**src/rtl/lod_pkg.sv**
```systemverilog
// Shared defaults and result types for the leading-one normaliser family.
package lod_pkg;

  localparam int unsigned LOD_WIDTH = 8;

  function automatic int unsigned pos_w(input int unsigned w);
    return $clog2(w);
  endfunction

  typedef logic [pos_w(LOD_WIDTH)-1:0] lod_pos_t;

  typedef struct packed {
    logic [LOD_WIDTH-1:0] mant;
    lod_pos_t             exp;
    logic                 zero;
  } norm_result_t;

endpackage

```
**src/rtl/lead_one_enc.sv**
```systemverilog
// Combinational priority encoder: index of the highest set bit plus an all-zero flag.
module lead_one_enc
  import lod_pkg::*;
#(
  parameter int unsigned WIDTH = LOD_WIDTH,
  parameter int unsigned POS_W = pos_w(WIDTH)
) (
  input  logic [WIDTH-1:0] data,
  output logic [POS_W-1:0] pos,
  output logic             zero
);

  // Ascending scan: the last set bit seen wins, so the highest one is reported.
  always_comb begin
    pos = '0;
    for (int unsigned i = 0; i < WIDTH; i++) begin
      if (data[i]) pos = POS_W'(i);
    end
  end

  assign zero = ~|data;

endmodule

```
**src/rtl/lod_norm_pipe.sv**
```systemverilog
// Two-stage valid/ready pipeline normalising an unsigned word so its leading one sits in the MSB.
module lod_norm_pipe
  import lod_pkg::*;
#(
  parameter int unsigned WIDTH = LOD_WIDTH,
  parameter int unsigned POS_W = pos_w(WIDTH),
  parameter int unsigned CNT_W = 16
) (
  input  logic             clk,
  input  logic             rst_n,
  input  logic             in_valid,
  output logic             in_ready,
  input  logic [WIDTH-1:0] in_data,
  output logic             out_valid,
  input  logic             out_ready,
  output logic [WIDTH-1:0] out_mant,
  output logic [POS_W-1:0] out_exp,
  output logic             out_zero,
  output logic [CNT_W-1:0] zero_cnt,
  input  logic             clr_cnt
);

  logic             s1_valid, s2_valid;
  logic [WIDTH-1:0] s1_data;
  logic [POS_W-1:0] s1_pos;
  logic             s1_zero;
  logic [POS_W-1:0] enc_pos;
  logic             enc_zero;
  logic             s1_adv, s2_adv, in_xfer;
  logic [POS_W-1:0] shamt;

  lead_one_enc #(.WIDTH(WIDTH), .POS_W(POS_W)) u_enc (
    .data (in_data),
    .pos  (enc_pos),
    .zero (enc_zero)
  );

  assign s2_adv    = !s2_valid || out_ready;
  assign s1_adv    = !s1_valid || s2_adv;
  assign in_ready  = s1_adv;
  assign in_xfer   = in_valid && in_ready;
  assign out_valid = s2_valid;
  assign shamt     = POS_W'(WIDTH - 1) - s1_pos;

  always_ff @(posedge clk or negedge rst_n) begin
    if (!rst_n) begin
      s1_valid <= 1'b0;
      s1_data  <= '0;
      s1_pos   <= '0;
      s1_zero  <= 1'b0;
    end else if (in_xfer) begin
      s1_valid <= 1'b1;
      s1_data  <= in_data;
      s1_pos   <= enc_pos;
      s1_zero  <= enc_zero;
    end else if (s1_adv) begin
      s1_valid <= 1'b0;
    end
  end

  // A zero word encodes pos 0, so the shift still yields mant 0 / exp 0.
  always_ff @(posedge clk or negedge rst_n) begin
    if (!rst_n) begin
      s2_valid <= 1'b0;
      out_mant <= '0;
      out_exp  <= '0;
      out_zero <= 1'b0;
    end else if (s2_adv) begin
      s2_valid <= s1_valid;
      if (s1_valid) begin
        out_mant <= s1_data << shamt;
        out_exp  <= s1_pos;
        out_zero <= s1_zero;
      end
    end
  end

  always_ff @(posedge clk or negedge rst_n) begin
    if (!rst_n) begin
      zero_cnt <= '0;
    end else if (clr_cnt) begin
      zero_cnt <= '0;
    end else if (in_xfer && enc_zero && (zero_cnt != '1)) begin
      zero_cnt <= zero_cnt + 1'b1;
    end
  end

endmodule

```
**config.mk**
```make
export PLATFORM = sky130hd
export DESIGN_NAME = lod_norm_pipe
export DESIGN_NICKNAME = d
export VERILOG_FILES = /design/src/rtl/lod_pkg.sv /design/src/rtl/lead_one_enc.sv /design/src/rtl/lod_norm_pipe.sv
export SDC_FILE = /design/constraint.sdc
export NUM_CORES = 1
export LEC_CHECK = 0
export BUFFER_PORTS_ARGS = -buffer_cell sky130_fd_sc_hd__buf_4
export CORE_MARGIN = 4
export CORE_UTILIZATION = 54
export DETAILED_ROUTE_END_ITERATION = 8
export PLACE_DENSITY = 0.76
export SKIP_CTS_REPAIR_TIMING = 1
export SYNTH_ARGS = -nofsm -noshare
export SYNTH_HDL_FRONTEND = slang
export SYNTH_SLANG_ARGS = --single-unit
```
**constraint.sdc**
```tcl
create_clock -name clk -period 2.1 [get_ports clk]
set_input_delay 0.21 -clock clk [delete_from_list [all_inputs] [get_ports clk]]
set_output_delay 0.21 -clock clk [all_outputs]
set_load 0.1 [all_outputs]
```
=== Word level (Yosys, flattened, before mapping) ===
Cells that the tools add are included.

* Bitwise operators: 0
* Multipliers: 0
* Equality and inequality tests: 1
* Muxes and demuxes: 11
* Reductions and logical operators: 12
* Div/mod/pow operators: 0
* Shifts and indexed selects: 1
* $lt $le $gt $ge: 0
* Add/subtract/negate cells: 2

{| class="wikitable"
|+ Operators by type and width
! cell !! number
|-
| $mux 16 || 2
|-
| $add 16x1->16 const B || 1
|-
| $ne 16x16->1 const B || 1
|-
| $mux 3 || 4
|-
| $reduce_or 8->1 || 1
|-
| $shl 8x3->8 || 1
|-
| $mux 2 || 2
|-
| $reduce_bool 2->1 || 2
|-
| $logic_and 1x1->1 || 3
|-
| $logic_not 1->1 || 3
|-
| $mux 1 || 3
|-
| $sub 3x3->3 const A || 1
|-
| $logic_or 1x1->1 || 2
|-
| $reduce_and 2->1 || 1
|}

* Register bits after elaboration: 42
* Bits in latches: 0
* Memories kept: 0
* Memory bits (writable): 0
* Word-level logic and storage cells: 36
* Bits of input ports: 13
* ROM bits: 0

=== Logic depth before layout (Yosys ltp) ===
* Depth after elaboration: 8
* Depth in mapped cells: 6

=== Cells and area by module ===
Synthesis repeated with hierarchy kept, for this count alone.

* Cells, all modules: 206
* Area total of the unflattened synthesis: 2230.9 um2

{| class="wikitable"
|+ Modules (own cells, without submodules)
! module !! times used !! cells an instance !! area each (um2)
|-
| lod_norm_pipe || 1 || 195 || 2163.3
|-
| lead_one_enc || 1 || 11 || 67.6
|}

=== Least setup slack after synthesis ===
OpenSTA, ideal clock, no wires.

* Path kind: reg-to-reg
* From: register s2_valid (netlist: out_valid)
* To: register s1_data[4]
* Buffers on the path: 1
* Library setup time: 0.128 ns
* Arrival: 3.200 ns
* Stages on the path, launching flop included: 5
* Path slack: -1.227 ns
* Cells stage by stage: dfrtp_1 > nand3b_1 > nand2_1 > clkbuf_1 > mux2_1

* Word-level cells in the longest chain between the ends: 4

{| class="wikitable"
|+ Ends and longest elaborated chain
! what !! RTL line !! source
|-
| start, declared || lod_norm_pipe.sv:23 || <nowiki>logic s1_valid, s2_valid;</nowiki>
|-
| start signal, assigned || lod_norm_pipe.sv:69 || <nowiki>s2_valid <= s1_valid;</nowiki>
|-
| $logic_not 1->1 || lod_norm_pipe.sv:38 || <nowiki>assign s2_adv = !s2_valid || out_ready;</nowiki>
|-
| $logic_or 1x1->1 || lod_norm_pipe.sv:38 ||
|-
| $logic_or 1x1->1 || lod_norm_pipe.sv:39 || <nowiki>assign s1_adv = !s1_valid || s2_adv;</nowiki>
|-
| named net in_ready || lod_norm_pipe.sv:12 || <nowiki>output logic in_ready,</nowiki>
|-
| $logic_and 1x1->1 || lod_norm_pipe.sv:41 || <nowiki>assign in_xfer = in_valid && in_ready;</nowiki>
|-
| end signal, assigned || lod_norm_pipe.sv:53 || <nowiki>s1_data <= in_data;</nowiki>
|-
| end, declared || lod_norm_pipe.sv:24 || <nowiki>logic [WIDTH-1:0] s1_data;</nowiki>
|}

The timed path passes the listed nets, and every way through them passes these cells.
A chain may end at the register's enable or synchronous reset.

=== Worst setup path in the final report ===
* From: register zero_cnt[9]
* To: register zero_cnt[15]

* Word-level cells in the longest chain between the ends: 3
* Elaborated cells between the ends (all ways): 6
* Those cells by class: 1 x add/sub; 1 x eq/ne; 2 x mux; 2 x reduce/logical

{| class="wikitable"
|+ Ends and longest elaborated chain
! what !! RTL line !! source
|-
| start, declared || lod_norm_pipe.sv:19 || <nowiki>output logic [CNT_W-1:0] zero_cnt,</nowiki>
|-
| start signal, assigned || lod_norm_pipe.sv:84 || <nowiki>zero_cnt <= zero_cnt + 1'b1;</nowiki>
|-
| $add 16x1->16 or $ne 16x16->1 (tied branches) || lod_norm_pipe.sv:84, lod_norm_pipe.sv:83 ||
|-
| $mux 16 or $logic_and 1x1->1 (tied branches) || lod_norm_pipe.sv:83 || <nowiki>end else if (in_xfer && enc_zero && (zero_cnt != '1)) begin</nowiki>
|-
| $mux 16 or $reduce_bool 2->1 (tied branches) || - ||
|}

Parallel ways exist; a longest one is shown, timed or not. The select of a mux whose other input is x is not followed.

==> qor.yml <==
clkPwrFrac_pct: 26.8
final_area_um2: 2760
gp_congestion: 0.812
dieArea_um2: 5110
async_reset_ff_share_pct: 100
drive_gt1_share_pct: 31.4
crit_chain: "nand4_1 -> or4_1 -> or4_1 -> a21oi_1"
chipHeight_um: 71.5
fin_crit_sh_pct: 93.6
crit_path_start_kind: "flip-flop"
ir_drop_v: 0.000534
synth_seq_cells: 42
remaining_drc_errors: 0
yosys-top-cells-area: "dfrtp_1 (48%), nand2_1 (4.3%), mux2_1 (4.1%), mux2i_1 (3.7%), mux2_2 (3.6%)"
seq_area_frac_synth_pct: 48.3
crit_buf_inv: 0
portBuffers: 42
p_sw_mw: 0.936
period_needed_ns: 1.96
finalSetupViolations: 0
crit_fanout: 7
critical_path.slowest_cell: "or4_1"
synth_warnings: 0
placed_area_um2: 2620
avgSynthCellArea_um2: 10.1
synth_edf_count: 0
cpPeakStageDelay_ns: 0.59
grt_pass1_wl_mm: 8.81
hold_violations: 0
endpoint_kind: "flip-flop"
status: "completed"
num_vias: 1871
grt_usage_pct: 21.6
synth.most_common_cell: "dfrtp_1"
clk_path_buf_depth: 2
via_per_inst: 6.00
ant_nets: 0
synth.top_cell.area_share_pct: 48.3
drv_cap: 0
reg2reg_from: "zero_cnt[9]"
core_area_um2: 3770
worstSetupStartpoint: "zero_cnt[9]"
cts_tree: "done"
cts-htree-levels: 2
synth-main-ff-cell: "dfrtp_1"
holdCritStartpoint: "in_valid"
power_density_nw_per_um2: 862
rsz0062_at_grt: "no"
cp.required_ns: 2.32
pin_count: 43
clock_skew_ns: 0.00427
wl_per_cell_um: 16.4
seqPwrFrac_pct: 41.1
netlist-cell-type-count: 37
crit_family: "simple AND/OR/NAND/NOR gates"
hpwl_mm: 3.70
area_delta_synth_final_pct: 26.9
grt_max_degree: 43
synth_area_um2: 2170
grt_pass1_vias: 1812
cts_made_buffers: 5
start_util_pct: 57.7
dr.pass1.iters: 4
drt_iter0_drc: 163
timing.fmax_ghz: 0.509
rows: 22
antenna_found_initial: 0
utilization_pct: 73.2
syn_inst: 216
die_width_um: 71.5
hold_class: "input pin to flip-flop"
critical_path_arrival_ns: 2.19
finalWirelength_mm: 5.13
antenna_cells: 0
intPower_mw: 1.44
clockRootBuffer: "clkbuf_8"
path_common_cell: "or4_1"
fin_setup_tns_ns: 0
gr-total-overflow: 0
clk_pin_slew_ns: 0.08
synth_top_cell_by_area: "dfrtp_1"
maxSlewViolCount: 0
cts_sinks: 42
final_nets: 277
insertion_delay_ns: 0.30
swShare_pct: 39.4
synth_common_cells: "dfrtp_1 (42), nand2_1 (25), nand3_1 (13), a21oi_1 (11)"
power_leakage_nw: 1.24
worst_pin_slew_ns: 0.569
power_frac_comb_pct: 32.0
slew_headroom_pct: 62.1
critPathKind: "flip-flop to flip-flop"
syn_nets: 230
## stage by stage
step / hold WS, ns / cells / setup slack (ns) / power [mW]
after floorplan: -0.0856 / 216 / -0.483 / 1.57
after global placement: 0.228 / 302 / 0.219 / 1.74
after detailed placement: 0.230 / 302 / 0.137 / 1.76
after CTS: -0.0960 / 310 / 0.102 / 2.40
after global routing: 0.156 / 312 / 0.0309 / 2.48
final: 0.146 / 312 / 0.135 / 2.38
## placed cells by master, fill, tap and decap left out, types with 8 or more instances in the layout
| cell type | instances |
|---|---|
| mux2i_1 | 8 |
| a21oi_1 | 11 |
| nor2_1 | 9 |
| o21ai_1 | 9 |
| buf_4 | 48 |
| dfrtp_1 | 39 |
| or4_1 | 8 |
| nand2_1 | 24 |
| nand3_1 | 12 |
## area by class of cell
type	instances	area, um2
timing repair buffer	50	382
inverter	3	11.3
sequential	42	1060
fill	293	1010
clock inverter	2	37.5
multi-input combinational	161	1140
tap	48	60.1
clock buffer	6	72.6
## routing by layer
metal,GRT usage [%],vias up,part of all wire (%),routed length [um]
li1,-,904,-,-
met1,31.2,905,49,2500
met2,33.2,55,44,2260
met3,5.05,7,6.1,312
met4,5.01,0,1.0,51
met5,0,-,0,0
## power groups by stage
stage	logic, mW	clock network, mW	registers, mW
finish	0.762	0.638	0.978
global route	0.806	0.680	0.993
CTS	0.767	0.651	0.977
floorplan	0.218	0	1.35
global placement	0.756	0	0.988
detailed placement	0.765	0	0.994
## flip-flops by register name, summed over array words and instances (netlist names)
register	count
out_zero	1
s1_valid	1
out_valid	1
s1_pos	3
zero_cnt	16
out_mant	8
s1_data	8
s1_zero	1
out_exp	3
## worst paths after layout
| check | end | slack, ns | cells after the start |
|---|---|---|---|
| min reg2reg | out_mant[4] | 0.48 | 2 |
| max reg2reg | zero_cnt[15] | 0.14 | 4 |
| min in group asynchronous | out_exp[1] | 0.43 | 2 |
| min | s1_valid | 0.15 | 2 |
| max | zero_cnt[15] | 0.14 | 4 |
| max in group asynchronous | out_valid | 1.25 | 2 |
## worst register-to-register path, stage by stage, from the launching register on
cell     delay (ns)
dfrtp_1        0.44
nand4_1        0.20
or4_1          0.59
or4_1          0.52
a21oi_1        0.14
## cells by family (layout without fill, tap and decap cells)
kind of cell             after synthesis  in the layout  share of synthesized area, %
AND/OR/NAND/NOR                       95             95                          24.9
buffers and inverters                 13             61                          2.42
AO/OA/AOI/OAI                         41             41                          11.3
multiplexers                          24             24                          12.5
adder cells (fa/ha/maj)                1              1                         0.575
flip-flops                            42             42                          48.3
No activity file was read; power rests on OpenSTA's default activity.
